### config.mk
export PLATFORM = sky130hd
export DESIGN_NAME = mem_access_ctrl
export DESIGN_NICKNAME = d
export VERILOG_FILES = /design/src/rtl/mem_access_ctrl.sv
export SDC_FILE = /design/constraint.sdc
export NUM_CORES = 1
export LEC_CHECK = 0
export ABC_AREA = 1
export BUFFER_PORTS_ARGS = -buffer_cell sky130_fd_sc_hd__buf_2
export CORE_ASPECT_RATIO = 1.2
export CORE_MARGIN = 5
export CORE_UTILIZATION = 45
export CTS_BUF_LIST = sky130_fd_sc_hd__clkbuf_4
export DETAILED_ROUTE_END_ITERATION = 10
export GPL_ROUTABILITY_DRIVEN = 0
export PLACE_DENSITY_LB_ADDON = 0.15
export SYNTH_ARGS = -nofsm -noshare
export SYNTH_HDL_FRONTEND = slang
export SYNTH_SLANG_ARGS = --single-unit
### constraint.sdc
create_clock -name clk -period 4.9 [get_ports clk]
set_input_delay 0.245 -clock clk [delete_from_list [all_inputs] [get_ports clk]]
set_output_delay 0.245 -clock clk [all_outputs]
set_load 0.01 [all_outputs]
### src/rtl/mem_access_ctrl.sv
// -----------------------------------------------------------------------------
// mem_access_ctrl
// Sequences data-memory accesses for load/store instructions. It takes the
// effective address and store data from the execute stage, then drives one
// request to the data memory port. The request is held until acknowledged.
// Byte enables and lane-replicated write data are generated here. Load data is
// returned sign- or zero-extended for writeback. The pipeline is stalled while
// an access is in flight.
//
// Parameters
//   TIMEOUT      cycles allowed in ACCESS without mem_ack before bus error
//   TO_W         width of the timeout counter (must hold TIMEOUT)
//
// Ports
//   clk, rst     clock, asynchronous active-high reset
//   is_load      current instruction is a load (wins if is_store also high)
//   is_store     current instruction is a store
//   is_halt      blocks acceptance of a new access
//   mem_size     00 byte, 01 half, 10 word, 11 illegal
//   ld_unsigned  1 = zero-extend load, 0 = sign-extend
//   alu_result   effective address
//   rs2_data     store data
//   mem_rdata    read data, valid with mem_ack
//   mem_ack      memory completes the access this cycle
//   mem_req      request, held until mem_ack
//   mem_we       write strobe
//   mem_addr     word-aligned address
//   mem_be       byte enables
//   mem_wdata    lane-replicated store data
//   stall        pipeline hold
//   done         one-cycle completion pulse
//   load_data    extended load result, valid while done
//   misalign_err one-cycle pulse: misaligned address or illegal size
//   bus_err      one-cycle pulse: acknowledge timeout
// -----------------------------------------------------------------------------
module mem_access_ctrl #(
    parameter int unsigned TIMEOUT = 255,
    parameter int unsigned TO_W    = 8
) (
    input  logic        clk,
    input  logic        rst,
    input  logic        is_load,
    input  logic        is_store,
    input  logic        is_halt,
    input  logic [1:0]  mem_size,
    input  logic        ld_unsigned,
    input  logic [31:0] alu_result,
    input  logic [31:0] rs2_data,
    input  logic [31:0] mem_rdata,
    input  logic        mem_ack,
    output logic        mem_req,
    output logic        mem_we,
    output logic [31:0] mem_addr,
    output logic [3:0]  mem_be,
    output logic [31:0] mem_wdata,
    output logic        stall,
    output logic        done,
    output logic [31:0] load_data,
    output logic        misalign_err,
    output logic        bus_err
);

    typedef enum logic [1:0] {
        IDLE   = 2'b00,
        ACCESS = 2'b01,
        RESP   = 2'b10,
        ERR    = 2'b11
    } state_t;

    localparam logic [1:0] SZ_BYTE = 2'b00;
    localparam logic [1:0] SZ_HALF = 2'b01;
    localparam logic [1:0] SZ_WORD = 2'b10;

    localparam logic [TO_W-1:0] CNT_LAST = TO_W'(TIMEOUT - 1);
    localparam logic [TO_W-1:0] CNT_ONE  = TO_W'(1);

    // Size/offset legality: byte anywhere, half on even, word on 4-byte boundary.
    function automatic logic is_aligned(input logic [1:0] size, input logic [1:0] ofs);
        logic ok;
        case (size)
            SZ_BYTE: ok = 1'b1;
            SZ_HALF: ok = ~ofs[0];
            SZ_WORD: ok = (ofs == 2'b00);
            default: ok = 1'b0;
        endcase
        return ok;
    endfunction

    function automatic logic [3:0] calc_be(input logic [1:0] size, input logic [1:0] ofs);
        logic [3:0] be;
        case (size)
            SZ_BYTE: be = 4'b0001 << ofs;
            SZ_HALF: be = 4'b0011 << ofs;
            SZ_WORD: be = 4'b1111;
            default: be = 4'b0000;
        endcase
        return be;
    endfunction

    // Replicating into every lane lets memory pick by byte enable alone.
    function automatic logic [31:0] calc_wdata(input logic [1:0] size, input logic [31:0] data);
        logic [31:0] wd;
        case (size)
            SZ_BYTE: wd = {4{data[7:0]}};
            SZ_HALF: wd = {2{data[15:0]}};
            default: wd = data;
        endcase
        return wd;
    endfunction

    function automatic logic [31:0] extend_load(input logic [1:0]  size,
                                                input logic        uns,
                                                input logic [1:0]  ofs,
                                                input logic [31:0] rdata);
        logic [31:0] sh;
        logic [31:0] res;
        sh = rdata >> {ofs, 3'b000};
        case (size)
            SZ_BYTE: res = {{24{~uns & sh[7]}}, sh[7:0]};
            SZ_HALF: res = {{16{~uns & sh[15]}}, sh[15:0]};
            default: res = sh;
        endcase
        return res;
    endfunction

    state_t            state_r;
    state_t            next_s;
    logic              start_s;
    logic              aligned_s;
    logic              in_access_s;
    logic              timeout_s;
    logic [31:0]       addr_r;
    logic              we_r;
    logic [3:0]        be_r;
    logic [31:0]       wdata_r;
    logic [1:0]        size_r;
    logic              uns_r;
    logic [1:0]        ofs_r;
    logic [TO_W-1:0]   cnt_r;
    logic [31:0]       ldata_r;
    logic              err_bus_r;

    assign start_s     = (is_load | is_store) & ~is_halt;
    assign aligned_s   = is_aligned(mem_size, alu_result[1:0]);
    assign in_access_s = (state_r == ACCESS);
    assign timeout_s   = (cnt_r == CNT_LAST);

    // Next-state decode.
    always_comb begin
        next_s = state_r;
        case (state_r)
            IDLE: begin
                if (start_s) begin
                    if (aligned_s) begin
                        next_s = ACCESS;
                    end else begin
                        next_s = ERR;
                    end
                end else begin
                    next_s = IDLE;
                end
            end
            ACCESS: begin
                if (mem_ack) begin
                    next_s = RESP;
                end else if (timeout_s) begin
                    next_s = ERR;
                end else begin
                    next_s = ACCESS;
                end
            end
            RESP:    next_s = IDLE;
            ERR:     next_s = IDLE;
            default: next_s = IDLE;
        endcase
    end

    // State register.
    always_ff @(posedge clk or posedge rst) begin
        if (rst) begin
            state_r <= IDLE;
        end else begin
            state_r <= next_s;
        end
    end

    // Request latch, timeout counter, load capture and error kind.
    always_ff @(posedge clk or posedge rst) begin
        if (rst) begin
            addr_r    <= 32'h0000_0000;
            we_r      <= 1'b0;
            be_r      <= 4'b0000;
            wdata_r   <= 32'h0000_0000;
            size_r    <= 2'b00;
            uns_r     <= 1'b0;
            ofs_r     <= 2'b00;
            cnt_r     <= '0;
            ldata_r   <= 32'h0000_0000;
            err_bus_r <= 1'b0;
        end else begin
            case (state_r)
                IDLE: begin
                    cnt_r <= '0;
                    if (start_s) begin
                        // Entering either ACCESS or ERR: a fresh ERR from here is a misalign.
                        err_bus_r <= 1'b0;
                        if (aligned_s) begin
                            addr_r  <= {alu_result[31:2], 2'b00};
                            we_r    <= ~is_load;
                            be_r    <= calc_be(mem_size, alu_result[1:0]);
                            wdata_r <= calc_wdata(mem_size, rs2_data);
                            size_r  <= mem_size;
                            uns_r   <= ld_unsigned;
                            ofs_r   <= alu_result[1:0];
                        end
                    end
                end
                ACCESS: begin
                    cnt_r <= cnt_r + CNT_ONE;
                    if (mem_ack) begin
                        ldata_r <= we_r ? 32'h0000_0000
                                        : extend_load(size_r, uns_r, ofs_r, mem_rdata);
                    end else if (timeout_s) begin
                        err_bus_r <= 1'b1;
                    end
                end
                default: begin
                    cnt_r <= '0;
                end
            endcase
        end
    end

    // Outputs decode straight from the state register, so reset clears them at once.
    assign mem_req      = in_access_s;
    assign mem_we       = in_access_s & we_r;
    assign mem_addr     = in_access_s ? addr_r  : 32'h0000_0000;
    assign mem_be       = in_access_s ? be_r    : 4'b0000;
    assign mem_wdata    = in_access_s ? wdata_r : 32'h0000_0000;
    assign stall        = ((state_r == IDLE) & start_s & aligned_s) | in_access_s;
    assign done         = (state_r == RESP);
    assign load_data    = (state_r == RESP) ? ldata_r : 32'h0000_0000;
    assign misalign_err = (state_r == ERR) & ~err_bus_r;
    assign bus_err      = (state_r == ERR) & err_bus_r;

endmodule
---- Word-level counts from Yosys, hierarchy flattened ----
Index checks and enable logic that the tools add are counted.
word-level totals
  register bits ........................... 115
  input bits .............................. 105
  output and inout bits ................... 106
  word-level logic and storage cells ...... 68
cells by class
  $add $sub $neg .......................... 1
  equality and inequality tests ........... 10
  shift-type cells ........................ 3
  mux-type cells .......................... 19
  bitwise logic cells ..................... 15
  reduce and logical (&&, ||, !) cells .... 9
operators with widths
  operator               count
  $mux W32               4
  $pmux W32 S2           2
  $shr A32 B5 Y32        1
  $pmux W4 S3            1
  $add A8 B1 Y8 const B  1
  $and A1 B1 Y1          8
  $eq A8 B8 Y1 const B   1
  $logic_not A2 Y1       4
  $mux W2                4
  $mux W8                1
  $eq A2 B1 Y1 const B   3
  $eq A2 B2 Y1 const B   3
  $pmux W2 S3            1
  $not A1 Y1             5
  $mux W4                1
  $ne A2 B2 Y1 const B   2
  $reduce_and A4 Y1      1
  $shl A1 B2 Y4 const A  1
  $shl A2 B2 Y4 const A  1
  $mux W1                3
  $pmux W1 S3            1
  $reduce_and A3 Y1      1
  $ne A2 B1 Y1 const B   1
  $or A1 B1 Y1           2
  other kinds (4)        4

---- Longest topological paths before layout ----
Gate-level depths: netlist (run 1).
  depth after elaboration ................. 5
  gate-level depth with buffers ........... 10
  mapped depth without buffers ............ 8

---- Least setup slack after synthesis (run 1) ----
OpenSTA, ideal clock, no wires.
  path kind ............................... register to output
  start point ............................. register state_r[1]
  end point ............................... output port mem_wdata[24]
  arrival time ............................ 1,219 ps
  required time ........................... 4,655 ps
  slack ................................... 3,436 ps
  stages on the path, launching flop included .. 6
  path buffers ............................ 2
  path through ............................ dfrtp_1 nor2_4 inv_1 clkbuf_1 buf_2 nor2_1
between the ends
  longest elaborated chain between the ends .. 2
ends and longest elaborated chain
  element                 line  RTL
  start, declared         126   state_t state_r;
  start signal, assigned  183   state_r <= next_s;
  $eq A2 B1 Y1            145   assign in_access_s = (state_r == ACCESS);
  via mem_req             51    output logic mem_req,
  $mux W32                239   assign mem_wdata = in_access_s ? wdata_r : 32'h0000_0000;
  end, declared           55    output logic [31:0] mem_wdata,
The timed path passes the listed nets, and every way through them passes these cells.

---- Final worst setup path (run 1) ----
  start point ............................. register state_r[0]
  end point ............................... output port mem_addr[14]
between the ends
  longest elaborated chain between the ends .. 2
ends and longest elaborated chain
  element        line  RTL
  $eq A2 B1 Y1   145
  $mux W32       237   assign mem_addr = in_access_s ? addr_r : 32'h0000_0000;
  end, declared  53    output logic [31:0] mem_addr,
No other way between the ends.

==> impl_metrics.py, run 1 <==
metrics = {
    "floorplanning": {
        "start_util_pct": 45.6,
        "dieArea_um2": 16300,
        "die_h_um": 139,
        "fp-row-count": 47,
        "num_io_pins": 211,
        "die_w_um": 118,
        "core_area_um2": 13700,
    },
    "hold_path": {
        "hold-path-cell-count": 5,
        "hold-path-endpoint": "wdata_r[16]$_DFFE_PP0P_",
        "hold_start": "rs2_data[16]",
        "min_path_type": "input port to flip-flop",
    },
    "sta": {
        "slew_viol_final": 0,
        "setup_violations": 0,
        "hold_violations": 0,
        "fmax_mhz": 390,
        "finClkSkew_ps": 19.4,
        "tns_ps": 0,
        "maxSlewHeadroom_pct": 35.0,
        "period_share_pct": 52.3,
        "post-route-min-period_ps": 2560,
        "rsz0062_at_grt": "false",
        "worstMarginPinSlew_ps": 973,
    },
    "drt": {
        "wl_met3_um": 1080,
        "wl_met1_um": 7180,
        "drt_iter0_drc": 509,
        "vias": 6337,
        "vias_per_cell": 4.83,
        "firstDrtPassIters": 5,
        "remaining_drc_errors": 0,
        "top_layer_used": "met4",
        "wl_per_cell_um": 13.6,
        "routed-wl-met2_um": 9070,
        "drt-total-wl_um": 17800,
        "final_antenna_net_count": 0,
    },
    "synthesis": {
        "ys_warn_count": 0,
        "synth_cells": 888,
        "synth_area_leader_cell": "dfrtp_1",
        "synth-edff-count": 0,
        "yosysSeqAreaShare_pct": 46.1,
        "synth_seq_cells": 115,
        "synth_flop_cell": "dfrtp_1",
        "synth_area_um2": 6250,
        "synth_area_per_cell_um2": 7.04,
        "synthTopCellsByArea": "dfrtp_1 (46%), nand2_1 (16%), inv_1 (7.9%)",
        "async_flop_share_pct": 100,
        "yosys.cell_types.count": 31,
        "synth_top_area_share_pct": 46.1,
    },
    "worst_setup_path": {
        "reg2reg_from": "ofs_r[0]$_DFFE_PP0P_",
        "path_cells": "inv_2, nor2_4, inv_2, buf_4, nor2_1, buf_2",
        "cp-end-kind": "primary output",
        "r2r_end": "ldata_r[28]$_DFFE_PP0P_",
        "reg2reg_setup_slack_ps": 2540,
        "path_common_cell": "inv_2",
        "slowest_delay_ps": 530,
        "cp_slowest_cell": "buf_4",
        "start_kind": "flip-flop",
        "cp_max_fo": 48,
        "crit_required_ps": 4660,
        "crit_arrival_ps": 2320,
        "rr_worst_depth": 7,
        "path_class": "flip-flop to primary output",
    },
    "clock_tree": {
        "hold_buffers": 57,
        "clkSinkCount": 115,
        "cts_tree": "yes",
        "postCtsSetupBuffers": 0,
        "post_cts_resized": 0,
        "cts-root-buf": "clkbuf_4",
        "clockBufferDepth": 2,
        "clk_latency_ps": 520,
        "h-tree-depth": 4,
        "cts_made_buffers": 17,
        "clk_transition_reported_paths_ps": 90,
    },
    "cells_and_area": {
        "seqCellArea_um2": 2880,
        "multiInputGateArea_um2": 2580,
        "nets": 1233,
        "final_layout_size_suffix_gt1_share_pct": 22.6,
        "fillers": 1348,
        "area_growth_pct": 28.9,
    },
    "pwr": {
        "vdd_ir_drop_max_mv": 0.227,
        "power.total_mw": 3.81,
        "powerDensity_nw_per_um2": 473,
        "power.leakage_nw": 4.49,
    },
    "grt": {
        "grt_start_max_net_pins": 103,
        "grt_overflow": 0,
        "grt_pass1_wl_um": 30000,
        "antenna_found_initial": 2,
        "grt_usage_pct": 22.2,
        "grt_pass1_vias": 6422,
    },
    "status": {
        "status": "completed",
    },
    "flow_run": {
        "max_cap_violations": 0,
    },
    "placed_design": {
        "dp_hpwl_um": 12500,
        "io_buffers": 208,
    },
}
==> how the worst max path moves through the flow <==
stage / startpoint / endpoint / slack, ps / depth (start not counted)
floorplan: rst / addr_r[10]$_DFFE_PP0P_ / 1610 / 1
global placement: mem_size[1] / wdata_r[19]$_DFFE_PP0P_ / 2570 / 6
detailed placement: mem_size[1] / ofs_r[1]$_DFFE_PP0P_ / 2500 / 7
global route: state_r[0]$_DFF_PP0_ / mem_be[3] / 2110 / 6
finish: state_r[0]$_DFF_PP0_ / mem_addr[14] / 2340 / 6
CTS: state_r[0]$_DFF_PP0_ / mem_be[3] / 2230 / 6
==> stage by stage <==
step / worst slack, ps / std cells / hold slack [ps] / instance area [um2] / utilization [%]
global placement: 2570 / 1221 / 444 / 7250 / 52.9
global route: 2110 / 1311 / 30.3 / 8050 / 58.8
floorplan: 1610 / 889 / 339 / 6250 / -
CTS: 2230 / 1309 / 3.16 / 8050 / 58.7
detailed placement: 2500 / 1221 / 451 / 7250 / 52.9
finish: 2340 / 1311 / 53.2 / 8050 / 58.8
==> registers in the layout, indices dropped and copies added, names as in the netlist, 2 cells and up <==
signal   flops
be_r         4
state_r      2
ldata_r     32
wdata_r     32
size_r       2
ofs_r        2
cnt_r        8
addr_r      30
==> cell families after synthesis <==
family | count (synthesis) | share of synthesized area [%]
flops | 115 | 46.1
fa+ha+maj | 2 | 0.400
buf+inv | 186 | 12.6
xor+xnor | 1 | 0.140
other cells | 1 | 0.0600
compound gates | 146 | 12.4
simple gates | 437 | 28.4
==> cells in the mapped netlist, types with 4 or more instances <==
| master | instances |
|---|---|
| nand2_1 | 263 |
| inv_1 | 131 |
| nor2_1 | 124 |
| dfrtp_1 | 115 |
| o21ai_1 | 57 |
| o21ai_0 | 54 |
| nand3_1 | 35 |
| a21oi_1 | 22 |
| buf_2 | 22 |
| clkbuf_1 | 14 |
| buf_6 | 7 |
| inv_2 | 5 |
| nor3_1 | 5 |
| o21ai_2 | 4 |
| o22ai_1 | 4 |
==> layout make-up <==
cell class / instances / area share, %
Clock buffer: 21 / 1.96
Multi-Input combinational cell: 588 / 32.1
Antenna cell: 2 / 0.0621
Inverter: 136 / 6.37
Timing Repair Buffer: 268 / 20.3
Sequential cell: 115 / 35.7
Tap cell: 171 / 2.66
Clock inverter: 10 / 0.839
==> routing by layer <==
layer  track usage, %  vias up
met2             38.5      195
li1                 -     3178
met3             5.92       44
met1             26.2     2920
met4             8.33        0
met5                0        -
==> where the power goes <==
group	internal (mW)	switching (mW)	leakage [nW]
clock	0.259	0.339	0.132
combinational	0.586	1.06	2.90
sequential	1.36	0.204	1.45
total	2.21	1.60	4.49
==> cell usage in the layout, fill, tap and decap left out <==
cell type      instances
clkinv_1               6
bufinv_16              1
dlygate4sd3_1         57
nand2_1              263
o22ai_1                4
o21ai_0               54
nor2_1               124
nor2_4                 3
nor2_8                 1
o211ai_1               3
nand3_4                2
a21oi_1               22
conb_1                 2
or2_2                  1
o21ai_2                4
nand2_2                1
inv_2                  6
clkbuf_4              21
buf_4                  3
dfrtp_1              115
nand3_1               35
buf_2                208
nor3_1                 5
o21ai_4                1
clkinv_2               3
diode_2                2
and3_1                 1
xnor2_1                1
o21a_1                 1
nand2_4                1
ha_1                   2
inv_4                  1
inv_1                129
o21ai_1               57
==> worst max-delay path: cells and delay by family (launching register included) <==
kind / cells / cell delay [ps]
flops: 1 / 410
buf+inv: 4 / 1180
simple gates: 2 / 180
No activity file was read; power rests on OpenSTA's default activity.
==> inputs of run 2 (changes only) <==
Clock period 4.9 ns to 2.5 ns, I/O delays scaled along.
==> impl_metrics.py, run 2 (synthesized netlist as in run 1, its figures left out) <==
metrics = {
    "status": {
        "status": "completed",
    },
    "clock_tree": {
        "cts_tree": "yes",
        "h-tree-depth": 4,
        "clkSinkCount": 115,
        "clockBufferDepth": 2,
        "cts-root-buf": "clkbuf_4",
        "clk_transition_reported_paths_ps": 100,
        "cts_made_buffers": 17,
        "post_cts_resized": 0,
        "clk_latency_ps": 530,
    },
    "drt": {
        "final_antenna_net_count": 0,
        "firstDrtPassIters": 5,
        "vias": 6504,
        "drt-total-wl_um": 18700,
        "wl_per_cell_um": 13.9,
        "drt_iter0_drc": 418,
        "remaining_drc_errors": 0,
        "vias_per_cell": 4.83,
    },
    "cells_and_area": {
        "mostFrequentLayoutCell": "nand2_1",
        "largestRegisters": "ldata_r x32, wdata_r x32, addr_r x30",
        "nets": 1269,
        "final_cell_mix": "nand2_1 (263), buf_2 (208), inv_1 (129)",
        "final_layout_size_suffix_gt1_share_pct": 23.0,
        "final_cells": 1347,
        "post-route-cell-area_um2": 8480,
        "area_growth_pct": 35.8,
    },
    "placed_design": {
        "io_buffers": 208,
        "post_dp_cell_area_um2": 7340,
        "post-place-ws_ps": 786,
        "place_inst": 1229,
        "dp_hpwl_um": 12500,
    },
    "flow_run": {
        "max_cap_violations": 0,
    },
    "grt": {
        "antenna_found_initial": 1,
        "grt_pass1_vias": 6382,
        "grt_start_max_net_pins": 116,
        "grt_overflow": 0,
        "use_met1_pct": 26.5,
        "grt_usage_pct": 23.1,
        "busiest_layer": "met2",
        "grt_pass1_wl_um": 31000,
        "grt_util_met2_pct": 40.5,
        "grtUsageMet3_pct": 6.32,
    },
    "worst_setup_path": {
        "path_common_cell": "inv_2",
        "slowest_delay_ps": 410,
        "crit_arrival_ps": 2110,
        "cp_slowest_cell": "dfrtp_1",
        "path_class": "flip-flop to primary output",
        "cp_max_fo": 27,
        "crit_required_ps": 2380,
        "cp-end-kind": "primary output",
        "path_cells": "inv_2, nor2_4, inv_2, buf_4, nor2_1, buf_2",
        "start_kind": "flip-flop",
    },
    "hold_path": {
        "min_path_type": "input port to flip-flop",
    },
    "floorplanning": {
        "dieArea_um2": 16300,
        "die_w_um": 118,
        "start_util_pct": 45.6,
        "die_h_um": 139,
        "fp-row-count": 47,
        "core_area_um2": 13700,
        "num_io_pins": 211,
    },
    "pwr": {
        "p_seq_share_pct": 38.1,
        "vdd_ir_drop_max_mv": 0.554,
        "switching_share_pct": 41.0,
        "power.total_mw": 7.90,
        "internal-power_mw": 4.66,
        "p_clk_share_pct": 17.9,
        "p_comb_share_pct": 43.9,
        "powerDensity_nw_per_um2": 931,
        "power.leakage_nw": 4.67,
        "p_sw_mw": 3.24,
    },
    "sta": {
        "setup_ws_ps": 270,
        "slew_viol_final": 0,
        "period_share_pct": 89.2,
        "tns_ps": 0,
        "setup_violations": 0,
        "worstMarginPinSlew_ps": 915,
        "maxSlewHeadroom_pct": 38.9,
        "fmax_mhz": 448,
        "post-route-min-period_ps": 2230,
        "rsz0062_at_grt": "false",
        "finClkSkew_ps": 18.0,
        "hold_violations": 0,
    },
}
-- run 2: through the flow --
stage,util (%),hold slack [ps]
2_1_floorplan,-,219
3_3_place_gp,53.6,322
3_5_place_dp,53.6,326
4_1_cts,61.8,0.320
5_1_grt,61.9,5.06
6_report,61.9,54.6
-- run 2: final timing paths --
kind / slack, ps / cells past startpoint / startpoint / endpoint
max in group asynchronous: 1720 / 4 / rst / we_r$_DFFE_PP0P_
max reg2reg: 470 / 6 / ofs_r[1]$_DFFE_PP0P_ / ldata_r[1]$_DFFE_PP0P_
min reg2reg: 470 / 1 / cnt_r[7]$_DFF_PP0_ / cnt_r[7]$_DFF_PP0_
min in group asynchronous: 310 / 4 / rst / ldata_r[11]$_DFFE_PP0P_
max: 270 / 6 / state_r[0]$_DFF_PP0_ / mem_addr[26]
min: 50 / 5 / mem_rdata[17] / ldata_r[1]$_DFFE_PP0P_
-- run 2: area by class of cell --
| cell class | count | area [um2] |
|---|---|---|
| clock inverters | 12 | 139 |
| well taps | 171 | 214 |
| repair buffers | 304 | 2000 |
| multi-input cells | 588 | 2580 |
| clock buffers | 20 | 150 |
| diodes | 1 | 2.50 |
| flip-flops and latches | 115 | 2880 |
| inverters | 136 | 514 |
| fillers | 1298 | 5220 |
-- run 2: timing repair --
item,4_1_cts,5_1_grt
setup buffers,0,0
endpoints found under the hold margin,194,1
hold buffers,84,1
-- run 2: worst max-delay path, delay by kind of cell, from the launching register on --
kind | cells | cell delay, ps
buffers and inverters | 4 | 1010
DFF | 1 | 410
and+or+nand+nor | 2 | 150
-- run 2: per-layer routing --
layer / up-vias / routed length (um) / part of all wire [%]
li1: 3257 / - / -
met1: 2996 / 7440 / 40
met2: 206 / 9600 / 51
met3: 45 / 1060 / 5.7
met4: 0 / 561 / 3.0
met5: - / 0 / 0
-- run 2: power by group through the flow --
stage	combinational, mW	clock [mW]	sequential, mW
2_1_floorplan	2.43	0	2.93
3_3_place_gp	3.25	0	3.02
3_5_place_dp	3.29	0	3.05
4_1_cts	3.48	1.46	3.01
5_1_grt	3.97	1.54	3.11
6_report	3.47	1.42	3.01
==> inputs of run 3 (changes only) <==
Settings changed: CORE_ASPECT_RATIO 1.2 to unset.
==> impl_metrics.py, run 3 (synthesized netlist as in run 1, its figures left out) <==
metrics = {
    "pwr": {
        "power.leakage_nw": 4.65,
        "power.total_mw": 7.71,
        "p_seq_share_pct": 39.0,
        "powerDensity_nw_per_um2": 910,
        "p_sw_mw": 3.19,
        "switching_share_pct": 41.3,
        "vdd_ir_drop_max_mv": 0.431,
        "internal-power_mw": 4.52,
        "p_comb_share_pct": 44.5,
        "p_clk_share_pct": 16.5,
    },
    "grt": {
        "grt_start_max_net_pins": 126,
        "grt_usage_pct": 22.8,
        "grt_overflow": 0,
        "antenna_found_initial": 2,
        "grt_pass1_wl_um": 29900,
        "grt_pass1_vias": 6400,
    },
    "drt": {
        "firstDrtPassIters": 5,
        "vias": 6449,
        "drt_iter0_drc": 353,
        "remaining_drc_errors": 0,
        "vias_per_cell": 4.76,
        "wl_per_cell_um": 13.4,
        "final_antenna_net_count": 0,
        "drt-total-wl_um": 18200,
    },
    "clock_tree": {
        "clockBufferDepth": 2,
        "cts_made_buffers": 17,
        "cts_tree": "yes",
        "h-tree-depth": 4,
        "cts-root-buf": "clkbuf_4",
        "post_cts_resized": 0,
        "postCtsSetupBuffers": 0,
        "clkSinkCount": 115,
        "clk_latency_ps": 530,
        "clk_transition_reported_paths_ps": 110,
    },
    "sta": {
        "period_share_pct": 88.3,
        "setup_violations": 0,
        "post-route-min-period_ps": 2210,
        "rsz0062_at_grt": "false",
        "slew_viol_final": 0,
        "tns_ps": 0,
        "fmax_mhz": 453,
        "worstMarginPinSlew_ps": 919,
        "maxSlewHeadroom_pct": 38.7,
        "finClkSkew_ps": 15.8,
        "hold_violations": 0,
    },
    "floorplanning": {
        "start_util_pct": 45.4,
        "num_io_pins": 211,
        "fp-row-count": 43,
        "core_area_um2": 13800,
        "die_h_um": 128,
        "dieArea_um2": 16300,
        "die_w_um": 128,
    },
    "hold_path": {
        "hold-path-cell-count": 7,
        "min_path_type": "input port to flip-flop",
    },
    "worst_setup_path": {
        "crit_arrival_ps": 2080,
        "path_class": "flip-flop to primary output",
        "rr_worst_depth": 5,
        "cp-end-kind": "primary output",
        "slowest_delay_ps": 420,
        "cp_slowest_cell": "dfrtp_1",
        "path_cells": "inv_2, nor2_4, inv_2, buf_12, nor2_1, buf_2",
        "cp_max_fo": 46,
        "start_kind": "flip-flop",
        "path_common_cell": "inv_2",
        "crit_required_ps": 2380,
    },
    "cells_and_area": {
        "fillers": 1340,
        "final_layout_size_suffix_gt1_share_pct": 22.5,
        "largestRegisters": "ldata_r x32, wdata_r x32, addr_r x30",
        "final_cell_mix": "nand2_1 (263), buf_2 (208), inv_1 (129)",
        "nets": 1268,
        "mostFrequentLayoutCell": "nand2_1",
        "area_growth_pct": 35.6,
    },
    "flow_run": {
        "max_cap_violations": 0,
    },
    "status": {
        "status": "completed",
    },
    "placed_design": {
        "dp_hpwl_um": 12000,
        "io_buffers": 208,
    },
}
## run 3: cell types whose count changed in the layout (fill, tap and decap cells not counted)
cell           before  now
buf_4               9    4
dlygate4sd3_1      85   88
clkbuf_4           20   18
clkinv_1            2    4
buf_12              2    3
bufinv_16           3    2
clkinv_2            5    6
clkinv_4            1    0
clkinvlp_4          2    3
diode_2             1    2
## run 3: path summary, 6_finish.rpt
path,start,end,slack [ps]
max,state_r[0]$_DFF_PP0_,mem_wdata[23],290
min,mem_rdata[9],ldata_r[9]$_DFFE_PP0P_,40
max reg2reg,ofs_r[1]$_DFFE_PP0P_,ldata_r[2]$_DFFE_PP0P_,460
min reg2reg,cnt_r[7]$_DFF_PP0_,cnt_r[7]$_DFF_PP0_,460
max in group asynchronous,rst,ldata_r[20]$_DFFE_PP0P_,1700
min in group asynchronous,rst,addr_r[11]$_DFFE_PP0P_,300
## run 3: routing by layer
layer | GRT usage, % | wire length (um) | vias to the layer above
met5 | 0 | 0 | -
li1 | - | - | 3261
met4 | 7.68 | 329 | 0
met3 | 5.88 | 1210 | 27
met1 | 28.3 | 7770 | 2939
met2 | 38.6 | 8840 | 222
## run 3: power by group through the flow
stage          clock network [mW]  logic [mW]  registers [mW]
2_1_floorplan                   0        2.43            2.93
3_3_place_gp                    0        3.22            3.02
3_5_place_dp                    0        3.24            3.04
4_1_cts                      1.32        3.43            3.00
5_1_grt                      1.40        3.93            3.10
6_report                     1.27        3.43            3.00
## run 3: through the flow
| step | area, um2 | util, % | cells | hold slack [ps] | setup WS [ps] |
|---|---|---|---|---|---|
| finish | 8470 | 61.5 | 1356 | 43.8 | 292 |
| floorplan | 6250 | - | 889 | 219 | 976 |
| global placement | 7330 | 53.2 | 1234 | 324 | 661 |
| detailed placement | 7330 | 53.2 | 1234 | 322 | 612 |
| global route | 8470 | 61.5 | 1356 | 15.4 | 15.8 |
| CTS | 8440 | 61.3 | 1351 | 4.89 | 227 |
## run 3: worst max-delay path: cells and delay by family, from the launching register on
kind,cells,cell delay [ps]
buf+inv,4,960
flops,1,420
simple gates,2,150
## run 3: cell type report
cell class / instances / area (um2) / share of cell area [%]
diodes: 2 / 5.00 / 0.0591
clock buffers: 18 / 135 / 1.59
clock inverters: 14 / 120 / 1.42
inverters: 136 / 514 / 6.07
multi-input cells: 588 / 2580 / 30.5
flip-flops and latches: 115 / 2880 / 34.0
well taps: 180 / 225 / 2.66
repair buffers: 303 / 2010 / 23.7
## run 3: what timing repair did
action,in CTS,in global routing
setup endpoints to repair,0,0
hold buffers,85,3
hold endpoints to repair,195,2
